File: config.mk
export PLATFORM = sky130hd
export DESIGN_NAME = pipe_hazard_ctrl
export DESIGN_NICKNAME = d
export VERILOG_FILES = /design/src/rtl/pipe_hazard_ctrl.sv
export SDC_FILE = /design/constraint.sdc
export NUM_CORES = 1
export LEC_CHECK = 0
export ABC_AREA = 1
export CAP_MARGIN = 5
export CORE_MARGIN = 2
export CORE_UTILIZATION = 46
export CTS_BUF_LIST = sky130_fd_sc_hd__clkbuf_4 sky130_fd_sc_hd__clkbuf_8 sky130_fd_sc_hd__clkbuf_16
export DETAILED_ROUTE_END_ITERATION = 10
export PLACE_DENSITY = 0.84
export RECOVER_POWER = 25
export SYNTH_ARGS = -nofsm -noshare
export SYNTH_HDL_FRONTEND = slang
export SYNTH_SLANG_ARGS = --single-unit
File: constraint.sdc
create_clock -name clk -period 2.7 [get_ports clk]
set_input_delay 0.54 -clock clk [delete_from_list [all_inputs] [get_ports clk]]
set_output_delay 0.54 -clock clk [all_outputs]
set_load 0.01 [all_outputs]
File: src/rtl/pipe_hazard_ctrl.sv
`default_nettype none
// ============================================================================
// Module      : pipe_hazard_ctrl
// Description : Hazard controller for a 5-stage in-order pipeline. It handles
//               three cases:
//                 - Data-memory wait states (stall everything, bubble MEM/WB).
//                 - Control redirects resolved in EX (flush IF/ID and ID/EX).
//                 - Load-use data hazards (stall PC and IF/ID, flush ID/EX).
//               When a memory access waits longer than MEM_TIMEOUT cycles,
//               the controller emits a single-cycle mem_err pulse.
// Ports       : clk, rst_n (async, active-low)
//               id_rs1_addr/id_rs2_addr, id_rs1_used/id_rs2_used : ID sources
//               ex_rd_addr, ex_mem_read, ex_redirect              : EX info
//               mem_req, dmem_ack                                 : MEM handshake
//               pc_stall, if_id_stall, id_ex_stall, ex_mem_stall  : holds
//               if_id_flush, id_ex_flush, mem_wb_bubble           : NOP inserts
//               mem_err (pulse), state_o (RUN=00, MEM_WAIT=01, ERR=10)
//               stall_cycles, flush_count (only with HAZARD_PERF_CNT_EN)
// Options     : define HAZARD_PERF_CNT_EN to add saturating perf counters
// Revision    : 1.0 - initial release
// ============================================================================
module pipe_hazard_ctrl #(
    parameter int MEM_TIMEOUT = 16,
    parameter int REG_ADDR_W  = 5
) (
    input  logic                  clk,
    input  logic                  rst_n,
    input  logic [REG_ADDR_W-1:0] id_rs1_addr,
    input  logic [REG_ADDR_W-1:0] id_rs2_addr,
    input  logic                  id_rs1_used,
    input  logic                  id_rs2_used,
    input  logic [REG_ADDR_W-1:0] ex_rd_addr,
    input  logic [2:0]            ex_mem_read,
    input  logic                  ex_redirect,
    input  logic                  mem_req,
    input  logic                  dmem_ack,
    output logic                  pc_stall,
    output logic                  if_id_stall,
    output logic                  id_ex_stall,
    output logic                  ex_mem_stall,
    output logic                  if_id_flush,
    output logic                  id_ex_flush,
    output logic                  mem_wb_bubble,
    output logic                  mem_err,
`ifdef HAZARD_PERF_CNT_EN
    output logic [31:0]           stall_cycles,
    output logic [31:0]           flush_count,
`endif
    output logic [1:0]            state_o
);

    typedef enum logic [1:0] {
        ST_RUN      = 2'b00,
        ST_MEM_WAIT = 2'b01,
        ST_ERR      = 2'b10
    } state_t;

    localparam logic [7:0] C_TIMEOUT = 8'(MEM_TIMEOUT);

    state_t     r_state;
    state_t     w_state_nxt;
    logic [7:0] r_wait_cnt;
    logic [7:0] w_wait_cnt_nxt;

    logic w_load_use;
    logic w_mem_wait;
    logic w_pc_stall, w_if_id_stall, w_id_ex_stall, w_ex_mem_stall;
    logic w_if_id_flush, w_id_ex_flush, w_mem_wb_bubble, w_mem_err;

    // x0 is hard-wired zero, so a load targeting it never creates a hazard.
    assign w_load_use = (ex_mem_read != 3'b000) && (ex_rd_addr != '0) &&
                        ((id_rs1_used && (id_rs1_addr == ex_rd_addr)) ||
                         (id_rs2_used && (id_rs2_addr == ex_rd_addr)));

    assign w_mem_wait = mem_req && !dmem_ack;

    always_ff @(posedge clk or negedge rst_n) begin
        if (!rst_n) begin
            r_state    <= ST_RUN;
            r_wait_cnt <= 8'd0;
        end else begin
            r_state    <= w_state_nxt;
            r_wait_cnt <= w_wait_cnt_nxt;
        end
    end

    always_comb begin
        w_state_nxt     = r_state;
        w_wait_cnt_nxt  = r_wait_cnt;
        w_pc_stall      = 1'b0;
        w_if_id_stall   = 1'b0;
        w_id_ex_stall   = 1'b0;
        w_ex_mem_stall  = 1'b0;
        w_if_id_flush   = 1'b0;
        w_id_ex_flush   = 1'b0;
        w_mem_wb_bubble = 1'b0;
        w_mem_err       = 1'b0;
        case (r_state)
            ST_RUN: begin
                if (w_mem_wait) begin
                    w_pc_stall      = 1'b1;
                    w_if_id_stall   = 1'b1;
                    w_id_ex_stall   = 1'b1;
                    w_ex_mem_stall  = 1'b1;
                    w_mem_wb_bubble = 1'b1;
                    w_wait_cnt_nxt  = 8'd1;
                    w_state_nxt     = ST_MEM_WAIT;
                end else if (ex_redirect) begin
                    // A redirect squashes the dependent instruction anyway,
                    // so a coincident load-use needs no stall.
                    w_if_id_flush = 1'b1;
                    w_id_ex_flush = 1'b1;
                end else if (w_load_use) begin
                    w_pc_stall    = 1'b1;
                    w_if_id_stall = 1'b1;
                    w_id_ex_flush = 1'b1;
                end
            end
            ST_MEM_WAIT: begin
                // EX is frozen here, so any redirect/load-use re-presents
                // once the controller is back in RUN.
                if (dmem_ack) begin
                    w_state_nxt    = ST_RUN;
                    w_wait_cnt_nxt = 8'd0;
                end else begin
                    w_pc_stall      = 1'b1;
                    w_if_id_stall   = 1'b1;
                    w_id_ex_stall   = 1'b1;
                    w_ex_mem_stall  = 1'b1;
                    w_mem_wb_bubble = 1'b1;
                    if (r_wait_cnt == C_TIMEOUT) begin
                        w_state_nxt    = ST_ERR;
                        w_wait_cnt_nxt = 8'd0;
                    end else begin
                        w_wait_cnt_nxt = r_wait_cnt + 8'd1;
                    end
                end
            end
            ST_ERR: begin
                w_mem_err       = 1'b1;
                w_mem_wb_bubble = 1'b1;
                w_state_nxt     = ST_RUN;
            end
            default: begin
                w_state_nxt    = ST_RUN;
                w_wait_cnt_nxt = 8'd0;
            end
        endcase
    end

    // Outputs are forced low while reset is held, even though the FSM
    // outputs depend combinationally on live inputs.
    assign pc_stall      = w_pc_stall      & rst_n;
    assign if_id_stall   = w_if_id_stall   & rst_n;
    assign id_ex_stall   = w_id_ex_stall   & rst_n;
    assign ex_mem_stall  = w_ex_mem_stall  & rst_n;
    assign if_id_flush   = w_if_id_flush   & rst_n;
    assign id_ex_flush   = w_id_ex_flush   & rst_n;
    assign mem_wb_bubble = w_mem_wb_bubble & rst_n;
    assign mem_err       = w_mem_err       & rst_n;
    assign state_o       = r_state;

`ifdef HAZARD_PERF_CNT_EN
    logic [31:0] r_stall_cycles;
    logic [31:0] r_flush_count;

    always_ff @(posedge clk or negedge rst_n) begin
        if (!rst_n) begin
            r_stall_cycles <= 32'd0;
            r_flush_count  <= 32'd0;
        end else begin
            if (pc_stall && (r_stall_cycles != 32'hFFFF_FFFF)) begin
                r_stall_cycles <= r_stall_cycles + 32'd1;
            end
            if (if_id_flush && (r_flush_count != 32'hFFFF_FFFF)) begin
                r_flush_count <= r_flush_count + 32'd1;
            end
        end
    end

    assign stall_cycles = r_stall_cycles;
    assign flush_count  = r_flush_count;
`endif

endmodule
`default_nettype wire
Yosys cells after proc, flatten, opt, wreduce, memory -nomap -nowiden

Cells that the tools add are included.

Mux-type cells: 23
$add $sub $neg: 1
Bitwise logic cells: 7
Equal/unequal tests: 7
Reduce and logical (&&, ||, !) cells: 12

Operators by type and width:

| kind                                                                   | count |
|---|---|
| 8-bit two-way mux                                                      | 3 |
| 8-bit case mux with 3 select lines                                     | 1 |
| 1-bit two-way mux                                                      | 12 |
| 5-bit equality test                                                    | 2 |
| 8-bit by 1-bit adder with 8-bit output (second input constant)         | 1 |
| 8-bit by 5-bit equality test with 1-bit output (second input constant) | 1 |
| 1-bit bitwise AND                                                      | 6 |
| 2-bit two-way mux                                                      | 3 |
| 1-bit logical AND                                                      | 5 |
| 5-bit nonzero test                                                     | 1 |
| 1-bit case mux with 2 select lines                                     | 2 |
| 2-bit case mux with 2 select lines                                     | 1 |
| 2-bit AND reduction                                                    | 2 |
| 3-bit inequality test (second input constant)                          | 1 |
| 1-bit case mux with 3 select lines                                     | 1 |
| 3-bit nonzero test                                                     | 1 |
| 2-bit by 1-bit equality test with 1-bit output (second input constant) | 1 |
| 2-bit equality test (second input constant)                            | 1 |
| 2-bit zero test                                                        | 1 |
| 2-bit inequality test (second input constant)                          | 1 |
| 1-bit zero test                                                        | 1 |
| 1-bit logical OR                                                       | 1 |
| 1-bit NOT                                                              | 1 |

Register bits: 10
Input bits: 25

Longest topological paths before layout

Gate-level depths: netlist (run 1).

Depth after elaboration: 9
Depth in mapped cells: 9
Depth with buffers taken out: 8

Worst setup path before layout (run 1)

OpenSTA, ideal clock, no wires.

Path kind: register to output
Start point: register r_state[1] (netlist: state_o[1])
End point: output pc_stall
Buffers on the path: 1
Path slack: 0.836 ns
Stages on the path, launching flop included: 7
Data arrival time: 1.324 ns
Required time: 2.160 ns
Path through: dfrtp_1 -> nor2_4 -> nand2_1 -> a21oi_2 -> inv_2 -> nand2_1 -> buf_4

Longest elaborated chain between the ends: 3
Elaborated cells on any way between the ends: 4
Those cells by class: eq/ne (1); mux (1); bitwise (1); reduce/logical (1)

RTL lines:

| item                                                                                     | line | source |
|---|---|---|
| from (decl)                                                                              | 60   | `state_t r_state;` |
| from (signal assigned)                                                                   | 82   | `r_state <= w_state_nxt;` |
| 2-bit by 1-bit equality test with 1-bit output / 2-bit zero test (equally long branches) | -    |  |
| 1-bit case mux with 2 select lines (*)                                                   | -    |  |
| 1-bit bitwise AND (*)                                                                    | -    |  |
| to (decl)                                                                                | 37   | `output logic pc_stall,` |

Every way passes the cells marked *; elsewhere a longest branch is shown, timed or not.

Worst setup path in the final report (run 1)

Start point: input mem_req
End point: output mem_wb_bubble

Longest elaborated chain between the ends: 4

RTL lines:

| item                               | line | source |
|---|---|---|
| from (decl)                        | 35   | `input logic mem_req,` |
| 1-bit logical AND                  | 75   | `assign w_mem_wait = mem_req && !dmem_ack;` |
| 1-bit two-way mux                  | 100  | `if (w_mem_wait) begin` |
| 1-bit case mux with 3 select lines | 98   | `case (r_state)` |
| 1-bit bitwise AND                  | 159  | `assign mem_wb_bubble = w_mem_wb_bubble & rst_n;` |
| to (decl)                          | 43   | `output logic mem_wb_bubble,` |

No other way between the ends.

==> impl_results.html, run 1 <==
<table>
<tr><th>Metric</th><th>Value</th></tr>
<tr><th colspan="2">Global routing</th></tr>
<tr><td>Total Routing Usage GR</td><td>a little over a fifth</td></tr>
<tr><td>Total congestion overflow</td><td>0</td></tr>
<tr><td>Via count of the first global-routing pass</td><td>about 990</td></tr>
<tr><td>Antenna violations before repair</td><td>0</td></tr>
<tr><td>Pin count of the biggest net entering global routing</td><td>11</td></tr>
<tr><td>First-pass GRT wire length</td><td>4.13 mm</td></tr>
<tr><th colspan="2">Place</th></tr>
<tr><td>Total of buffers placed on input and output ports</td><td>34</td></tr>
<tr><td>HPWL reported at the end of detailed placement</td><td>about 1.9 mm</td></tr>
<tr><td>Worst slack at placement</td><td>-0.0512 ns</td></tr>
<tr><td>Weighted congestion reported at the end of routability-driven placement</td><td>between 0.9 and 1</td></tr>
<tr><th colspan="2">Timing</th></tr>
<tr><td>Hold WS</td><td>0.569 ns</td></tr>
<tr><td>Final critical-path setup slack</td><td>around 0.11 ns</td></tr>
<tr><td>Tmin final</td><td>2.59 ns</td></tr>
<tr><td>Post-route fraction of the period consumed by the critical path</td><td>just under 100%</td></tr>
<tr><td>Final setup vio count</td><td>0</td></tr>
<tr><td>Worst Clk Skew</td><td>0.00153 ns</td></tr>
<tr><td>Worst slew margin relative to its limit</td><td>roughly 63%</td></tr>
<tr><td>Unrepaired setup endpoints after global routing</td><td>false</td></tr>
<tr><td>Worst-margin pin slew</td><td>between 0.5 and 0.6 ns</td></tr>
<tr><td>Max-slew violation total from the final report</td><td>0</td></tr>
<tr><td>Final Hold Violating Endpoints</td><td>0</td></tr>
<tr><td>Fmax</td><td>roughly 390 MHz</td></tr>
<tr><th colspan="2">Logic synthesis</th></tr>
<tr><td>Top-area cell type share of the netlist area</td><td>between 20 and 30%</td></tr>
<tr><td>Gate count of the mapped netlist</td><td>150</td></tr>
<tr><td>Synthesized net count</td><td>about 180</td></tr>
<tr><td>Part of the Yosys area used for sequential elements</td><td>between 20% and 30%</td></tr>
<tr><td>Cell type with the largest total area after synthesis</td><td>sky130_fd_sc_hd__dfrtp_1</td></tr>
<tr><td>Summed instance area of the synthesized netlist</td><td>907 um^2</td></tr>
<tr><td>Cell types occupying the most area after synthesis</td><td>sky130_fd_sc_hd__dfrtp_1 28%, sky130_fd_sc_hd__nand2_1 19%, sky130_fd_sc_hd__inv_1 12%</td></tr>
<tr><td>Count of distinct cell types in the synthesized netlist</td><td>23</td></tr>
<tr><td>Yosys warnings</td><td>0</td></tr>
<tr><td>Number of storage elements in the synthesis netlist</td><td>10</td></tr>
<tr><td>Per-instance average area after synthesis</td><td>about 6.0 um^2</td></tr>
<tr><th colspan="2">Critical path</th></tr>
<tr><td>Critical Path Slowest Stage Cell</td><td>sky130_fd_sc_hd__clkdlybuf4s50_1</td></tr>
<tr><td>Crit end category</td><td>output port</td></tr>
<tr><td>Most common cell type on the critical path</td><td>sky130_fd_sc_hd__clkdlybuf4s50_1</td></tr>
<tr><td>Slowest stage delay, CP</td><td>~0.57 ns</td></tr>
<tr><td>Required time of the critical path</td><td>around 2.2 ns</td></tr>
<tr><td>Cell Chain, Critical Path</td><td>clkdlybuf4s50_1, nand3_1, a21oi_2, inv_2, o21ai_0, clkdlybuf4s50_1</td></tr>
<tr><td>Critical path startpoint category</td><td>primary input</td></tr>
<tr><td>Arrival time of data at the critical path endpoint</td><td>2.05 ns</td></tr>
<tr><td>CP Max Fanout</td><td>3</td></tr>
<tr><td>WS Path Type</td><td>in2out</td></tr>
<tr><th colspan="2">Detailed routing</th></tr>
<tr><td>Routed length per instance</td><td>between 10 and 15 um</td></tr>
<tr><td>Via count normalized by instance count</td><td>4.93</td></tr>
<tr><td>Total via count in the routed design</td><td>around 1100</td></tr>
<tr><td>Routed Wire Length</td><td>2.33 mm</td></tr>
<tr><td>Detailed-routing iteration count for the pre-antenna-repair pass</td><td>4</td></tr>
<tr><td>Remaining routing DRC violations</td><td>0</td></tr>
<tr><td>Post-route ant nets</td><td>0</td></tr>
<tr><td>First DRT Iteration DRCs</td><td>22</td></tr>
<tr><th colspan="2">Clocking</th></tr>
<tr><td>Number of buffers inserted by post-CTS setup repair</td><td>0</td></tr>
<tr><td>TritonCTS clock tree</td><td>yes</td></tr>
<tr><td>Clock latency at the later pin of the worst-skew pair</td><td>about 0.26 ns</td></tr>
<tr><td>CTS Buf Count</td><td>3</td></tr>
<tr><td># H-tree levels</td><td>1</td></tr>
<tr><td>Number of clock sinks</td><td>10</td></tr>
<tr><td>Clock root buffer master</td><td>sky130_fd_sc_hd__clkbuf_4</td></tr>
<tr><td>Post-CTS clock slew at the launch and capture registers of the worst setup and hold paths</td><td>around 0.060 ns</td></tr>
<tr><td>Clock Tree Buf Depth</td><td>2</td></tr>
<tr><th colspan="2">Cells and area</th></tr>
<tr><td>Antenna fix cells</td><td>0</td></tr>
<tr><td>Commonest cells after routing, fill and taps aside</td><td>47 x sky130_fd_sc_hd__nand2_1, 30 x sky130_fd_sc_hd__clkdlybuf4s50_1, 29 x sky130_fd_sc_hd__inv_1</td></tr>
<tr><td>Most common cell after layout, fill and taps aside</td><td>sky130_fd_sc_hd__nand2_1</td></tr>
<tr><td>Layout area overhead</td><td>43.7%</td></tr>
<tr><td>Share of post-route cells with drive strength above 1</td><td>under 10%</td></tr>
<tr><td>Number of nets in the layout</td><td>~220</td></tr>
<tr><td>Fill cell total of the finished layout</td><td>roughly 160</td></tr>
<tr><th colspan="2">Die</th></tr>
<tr><td>Die area</td><td>0.00234 mm^2</td></tr>
<tr><td>Die Y-Extent</td><td>48.4 um</td></tr>
<tr><td>Area of the placeable core</td><td>between 0.0015 and 0.002 mm^2</td></tr>
<tr><td>Horiz. Die Dim</td><td>about 48 um</td></tr>
<tr><td>Io pins</td><td>35</td></tr>
<tr><td>Starting density of the core</td><td>47.7%</td></tr>
<tr><td>Number of placement rows</td><td>16</td></tr>
<tr><th colspan="2">Pwr</th></tr>
<tr><td>Leakage</td><td>around 0.69 nW</td></tr>
<tr><td>Worst IR Drop VDD</td><td>around 0.36 mV</td></tr>
<tr><td>Power density cells</td><td>319 mW/mm^2</td></tr>
<tr><td>Cell internal pwr</td><td>~0.00028 W</td></tr>
<tr><td>Logic pwr share</td><td>a little over a third</td></tr>
<tr><td>Sequential group share of total power</td><td>between 40% and 50%</td></tr>
<tr><td>Power share of the clock group</td><td>a little under a quarter</td></tr>
<tr><td>Power consumption</td><td>0.000416 W</td></tr>
<tr><td>Net Sw Frac</td><td>about a third</td></tr>
<tr><td>Sw Pwr</td><td>~0.00013 W</td></tr>
<tr><th colspan="2">Hold path</th></tr>
<tr><td>Type of the tightest min-delay check</td><td>reg2reg</td></tr>
<tr><th colspan="2">Job</th></tr>
<tr><td>Max-cap violations</td><td>0</td></tr>
<tr><th colspan="2">Status</th></tr>
<tr><td>Status</td><td>complete, no violations</td></tr>
</table>
power by group through the flow:
stage	Clock [W]	Sequential, W	Combinational (W)
3_5_place_dp	0	0.000172	0.000150
2_1_floorplan	0	0.000171	0.0000747
3_3_place_gp	0	0.000172	0.000147
4_1_cts	0.000105	0.000169	0.000149
5_1_grt	0.000108	0.000171	0.000163
6_report	0.0000995	0.000169	0.000147
worst max-delay path: cells and delay by family:
kind,cells,cell delay (ns)
AO/OA/AOI/OAI,2,0.28
buffers and inverters,3,1.11
AND/OR/NAND/NOR,1,0.12
layer usage:
metal  track usage [%]  share of wire (%)  wire length [um]
met1              26.3                 45              1040
met2              38.0                 47              1110
met3              3.40                5.2               121
met4              11.4                2.7                63
met5                 0                  0                 0
registers in the layout, summed over array words and instances (netlist names):
register,cells
state_o,2
r_wait_cnt,8
through the flow:
stage / std cells / setup TNS [ns] / util (%) / cell area, um^2
final: 215 / 0 / 68.6 / 1300
after global placement: 212 / -0.0189 / 67.8 / 1290
after detailed placement: 212 / -0.0980 / 67.8 / 1290
after global routing: 215 / 0 / 68.6 / 1300
after floorplan: 150 / 0 / - / 907
after CTS: 215 / 0 / 68.8 / 1310
cell type report:
| class | count | area [um^2] | share of cell area, % |
|---|---|---|---|
| well taps | 27 | 33.8 | 2.59 |
| flip-flops and latches | 10 | 250 | 19.2 |
| clock buffers | 3 | 22.5 | 1.73 |
| repair buffers | 37 | 355 | 27.3 |
| multi-input cells | 106 | 520 | 39.9 |
| inverters | 32 | 121 | 9.31 |
synth_stat cells:
library cell,n
sky130_fd_sc_hd__o21ai_0,7
sky130_fd_sc_hd__o21a_1,1
sky130_fd_sc_hd__dfrtp_1,10
sky130_fd_sc_hd__nand3_1,12
sky130_fd_sc_hd__o31ai_1,1
sky130_fd_sc_hd__inv_1,29
sky130_fd_sc_hd__xor2_1,2
sky130_fd_sc_hd__or2_2,1
sky130_fd_sc_hd__nand4_1,9
sky130_fd_sc_hd__nor2_1,16
sky130_fd_sc_hd__a21oi_1,1
sky130_fd_sc_hd__o21ai_4,1
sky130_fd_sc_hd__clkinv_2,1
sky130_fd_sc_hd__nor4_1,1
sky130_fd_sc_hd__a21oi_2,1
sky130_fd_sc_hd__buf_4,2
sky130_fd_sc_hd__nor2_4,1
sky130_fd_sc_hd__nor3_2,1
sky130_fd_sc_hd__nand2_1,47
sky130_fd_sc_hd__nor3_1,1
sky130_fd_sc_hd__nand2_2,1
sky130_fd_sc_hd__ha_1,2
sky130_fd_sc_hd__inv_2,2
cells by family after synthesis:
kind of cell / count (synthesis) / synth area share, %
AND/OR/NAND/NOR: 90 / 43.9
AO/OA/AOI/OAI: 12 / 8.83
adder cells (fa/ha/maj): 2 / 2.76
flip-flops: 10 / 27.6
XOR/XNOR: 2 / 1.93
buffers and inverters: 34 / 15.0
final timing paths:
| kind | cells after the start | slack [ns] | startpoint | to |
|---|---|---|---|---|
| setup / recovery | 6 | 0.11 | mem_req | mem_wb_bubble |
| hold / removal | 1 | 0.57 | r_wait_cnt[0] | r_wait_cnt[0] |
| setup reg to reg | 7 | 1.37 | r_wait_cnt[0] | r_wait_cnt[6] |
| hold reg to reg | 1 | 0.57 | r_wait_cnt[0] | r_wait_cnt[0] |
| max in group asynchronous | 2 | 1.54 | rst_n | r_wait_cnt[7] |
| min in group asynchronous | 2 | 0.80 | rst_n | r_wait_cnt[3] |
repair_timing:
item / CTS / global route
gates resized for setup: 3 / 0
setup endpoints to repair: 3 / 0
hold buffers: 0 / 0
(Power assumes the default switching activity.)
==> inputs of run 2 (changes only) <==
CORE_UTILIZATION = 45   (was 46)
GPL_ROUTABILITY_DRIVEN = 1   (was unset)
PLACE_DENSITY = 0.82   (was 0.84)
==> impl_results.html, run 2 (same netlist as run 1, synthesis figures left out) <==
<table>
<tr><th>Metric</th><th>Value</th></tr>
<tr><th colspan="2">Detailed routing</th></tr>
<tr><td>Total via count in the routed design</td><td>1077 (+1.6%)</td></tr>
<tr><td>Routed Wire Length</td><td>2.52 mm (+8.0%)</td></tr>
<tr><td>First DRT Iteration DRCs</td><td>24 (+9.1%)</td></tr>
<tr><td>Remaining routing DRC violations</td><td>0 (unchanged)</td></tr>
<tr><td>Routed length per instance</td><td>11.7 um (+7.5%)</td></tr>
<tr><td>Detailed-routing iteration count for the pre-antenna-repair pass</td><td>4 (unchanged)</td></tr>
<tr><td>Via count normalized by instance count</td><td>4.99 (+1.1%)</td></tr>
<tr><td>Post-route ant nets</td><td>0 (unchanged)</td></tr>
<tr><th colspan="2">Place</th></tr>
<tr><td>HPWL reported at the end of detailed placement</td><td>2.01 mm (+8.0%)</td></tr>
<tr><td>Weighted congestion reported at the end of routability-driven placement</td><td>0.916 (-3.0%)</td></tr>
<tr><td>Total of buffers placed on input and output ports</td><td>34 (unchanged)</td></tr>
<tr><td>Placed Instances</td><td>212 (unchanged)</td></tr>
<tr><td>Worst slack at placement</td><td>-0.0672 ns (-0.0160 ns)</td></tr>
<tr><th colspan="2">Cells and area</th></tr>
<tr><td>Register with the highest flop count</td><td>r_wait_cnt</td></tr>
<tr><td>Number of nets in the layout</td><td>218 (+0.46%)</td></tr>
<tr><td>Commonest cells after routing, fill and taps aside</td><td>47 x sky130_fd_sc_hd__nand2_1, 31 x sky130_fd_sc_hd__clkdlybuf4s50_1, 29 x sky130_fd_sc_hd__inv_1</td></tr>
<tr><td>Flip-flop count of the largest register after layout</td><td>8 (unchanged)</td></tr>
<tr><td>Layout area overhead</td><td>44.6%</td></tr>
<tr><td>Most common cell after layout, fill and taps aside</td><td>sky130_fd_sc_hd__nand2_1</td></tr>
<tr><td>Share of post-route cells with drive strength above 1</td><td>7.94% (+0.49 points)</td></tr>
<tr><td>Fill cell total of the finished layout</td><td>179 (+10%)</td></tr>
<tr><td>Number of standard cells in the final layout excluding fillers</td><td>216 (+0.47%)</td></tr>
<tr><td>Antenna fix cells</td><td>0 (unchanged)</td></tr>
<tr><th colspan="2">Clocking</th></tr>
<tr><td># hold bufs at CTS</td><td>0 (unchanged)</td></tr>
<tr><td>Clock Tree Buf Depth</td><td>2 (unchanged)</td></tr>
<tr><td>Number of clock sinks</td><td>10 (unchanged)</td></tr>
<tr><td>TritonCTS clock tree</td><td>yes</td></tr>
<tr><td>Clock root buffer master</td><td>sky130_fd_sc_hd__clkbuf_4</td></tr>
<tr><td>Post-CTS clock slew at the launch and capture registers of the worst setup and hold paths</td><td>0.06 ns (about the same)</td></tr>
<tr><td>CTS Buf Count</td><td>3 (unchanged)</td></tr>
<tr><td># H-tree levels</td><td>1 (unchanged)</td></tr>
<tr><td>Clock latency at the later pin of the worst-skew pair</td><td>0.26 ns (about the same)</td></tr>
<tr><th colspan="2">Global routing</th></tr>
<tr><td>Pin count of the biggest net entering global routing</td><td>11 (unchanged)</td></tr>
<tr><td>Total congestion overflow</td><td>0 (unchanged)</td></tr>
<tr><td>First-pass GRT wire length</td><td>4.53 mm (+9.5%)</td></tr>
<tr><td>Antenna violations before repair</td><td>0 (unchanged)</td></tr>
<tr><td>Via count of the first global-routing pass</td><td>1103 (+12%)</td></tr>
<tr><td>Total Routing Usage GR</td><td>23.8% (+1.8 points)</td></tr>
<tr><th colspan="2">Timing</th></tr>
<tr><td>Final Hold Violating Endpoints</td><td>0 (unchanged)</td></tr>
<tr><td>Hold WS</td><td>0.578 ns (+0.00866 ns)</td></tr>
<tr><td>Max-slew violation total from the final report</td><td>0 (unchanged)</td></tr>
<tr><td>Post-route fraction of the period consumed by the critical path</td><td>97.2% (+1.2 points)</td></tr>
<tr><td>Final setup vio count</td><td>0 (unchanged)</td></tr>
<tr><td>Fmax</td><td>381 MHz (-1.2%)</td></tr>
<tr><td>Tmin final</td><td>2.62 ns (+0.0315 ns)</td></tr>
<tr><td>Worst-margin pin slew</td><td>0.565 ns (+0.0155 ns)</td></tr>
<tr><td>Final critical-path setup slack</td><td>0.0761 ns (-0.0315 ns)</td></tr>
<tr><td>Worst slew margin relative to its limit</td><td>62.3% (-1.0 points)</td></tr>
<tr><td>Unrepaired setup endpoints after global routing</td><td>false</td></tr>
<tr><td>Worst Clk Skew</td><td>0.000934 ns (-0.000594 ns)</td></tr>
<tr><td>Setup TNS Final</td><td>0 ns (unchanged)</td></tr>
<tr><th colspan="2">Pwr</th></tr>
<tr><td>Power density cells</td><td>321 mW/mm^2 (+0.67%)</td></tr>
<tr><td>Leakage</td><td>0.700 nW (+0.72%)</td></tr>
<tr><td>Power consumption</td><td>0.000421 W (+1.3%)</td></tr>
<tr><td>Worst IR Drop VDD</td><td>0.373 mV (+4.8%)</td></tr>
<tr><th colspan="2">Die</th></tr>
<tr><td>Starting density of the core</td><td>47.2% (-0.50 points)</td></tr>
<tr><td>Number of placement rows</td><td>16 (unchanged)</td></tr>
<tr><td>Horiz. Die Dim</td><td>48.9 um (+1.0%)</td></tr>
<tr><td>Die area</td><td>0.00239 mm^2 (+2.0%)</td></tr>
<tr><td>Area of the placeable core</td><td>0.00192 mm^2 (+1.1%)</td></tr>
<tr><td>Io pins</td><td>35 (unchanged)</td></tr>
<tr><td>Die Y-Extent</td><td>48.9 um (+1.0%)</td></tr>
<tr><th colspan="2">Critical path</th></tr>
<tr><td>Crit end category</td><td>output port</td></tr>
<tr><td>Arrival time of data at the critical path endpoint</td><td>2.08 ns (+0.03 ns)</td></tr>
<tr><td>Required time of the critical path</td><td>2.16 ns (about the same)</td></tr>
<tr><td>WS Path Type</td><td>in2out</td></tr>
<tr><td>Critical path startpoint category</td><td>primary input</td></tr>
<tr><td>CP Max Fanout</td><td>3 (unchanged)</td></tr>
<tr><th colspan="2">Job</th></tr>
<tr><td>Max-cap violations</td><td>0 (unchanged)</td></tr>
<tr><th colspan="2">Status</th></tr>
<tr><td>Status</td><td>complete, no violations</td></tr>
<tr><th colspan="2">Hold path</th></tr>
<tr><td>Type of the tightest min-delay check</td><td>reg2reg</td></tr>
</table>
==> run 2: worst max-delay path, cell delays in order <==
cell and delay (ns):
sky130_fd_sc_hd__clkdlybuf4s50_1 0.49, sky130_fd_sc_hd__nand3_1 0.12, sky130_fd_sc_hd__a21oi_2 0.22, sky130_fd_sc_hd__inv_2 0.05, sky130_fd_sc_hd__o21ai_0 0.09, sky130_fd_sc_hd__clkdlybuf4s50_1 0.57
==> run 2: cell type report <==
class	count	area [um^2]	share of cell area [%]
Inverter	32	121	9.26
Tap cell	27	33.8	2.58
Clock buffer	3	22.5	1.72
Timing Repair Buffer	38	363	27.7
Sequential cell	10	250	19.1
Multi-Input combinational cell	106	520	39.7
==> run 2: path summary, 6_finish.rpt <==
path,start,end,slack [ns],cells past startpoint
max,mem_req,mem_wb_bubble,0.08,6
min,r_wait_cnt[0],r_wait_cnt[0],0.58,1
max reg2reg,r_wait_cnt[0],r_wait_cnt[6],1.38,7
min reg2reg,r_wait_cnt[0],r_wait_cnt[0],0.58,1
max in group asynchronous,rst_n,r_wait_cnt[4],1.59,2
min in group asynchronous,rst_n,r_wait_cnt[0],0.74,2
==> run 2: power by group <==
group	internal (W)	total [W]	switching [W]	leakage, nW
clock	0.0000514	0.000100	0.0000486	0.0138
sequential	0.000159	0.000170	0.0000115	0.136
combinational	0.0000757	0.000151	0.0000755	0.550
total	0.000286	0.000421	0.000136	0.700
==> run 2: per-stage QoR <==
step	instance area (um^2)	utilization, %
2_1_floorplan	907	-
3_3_place_gp	1290	67.1
3_5_place_dp	1290	67.1
4_1_cts	1310	68.0
5_1_grt	1310	68.2
6_report	1310	68.2
==> run 2: metal layers <==
| layer | GRT usage (%) | wire length, um | vias up | part of all wire, % |
|---|---|---|---|---|
| met3 | 2.45 | 114 | 5 | 4.5 |
| met1 | 26.4 | 1100 | 481 | 44 |
| li1 | - | - | 551 | - |
| met2 | 45.7 | 1270 | 40 | 50 |
| met4 | 9.52 | 38 | 0 | 1.5 |
| met5 | 0 | 0 | - | 0 |
==> run 2: timing repair <==
item | 4_1_cts | 5_1_grt
resized for setup | 3 | 0
endpoints found under the setup margin | 3 | 1
buffers inserted | 0 | 1
gates cloned | 0 | 0
hold endpoints to repair | 0 | 0
pin swaps | 0 | 1
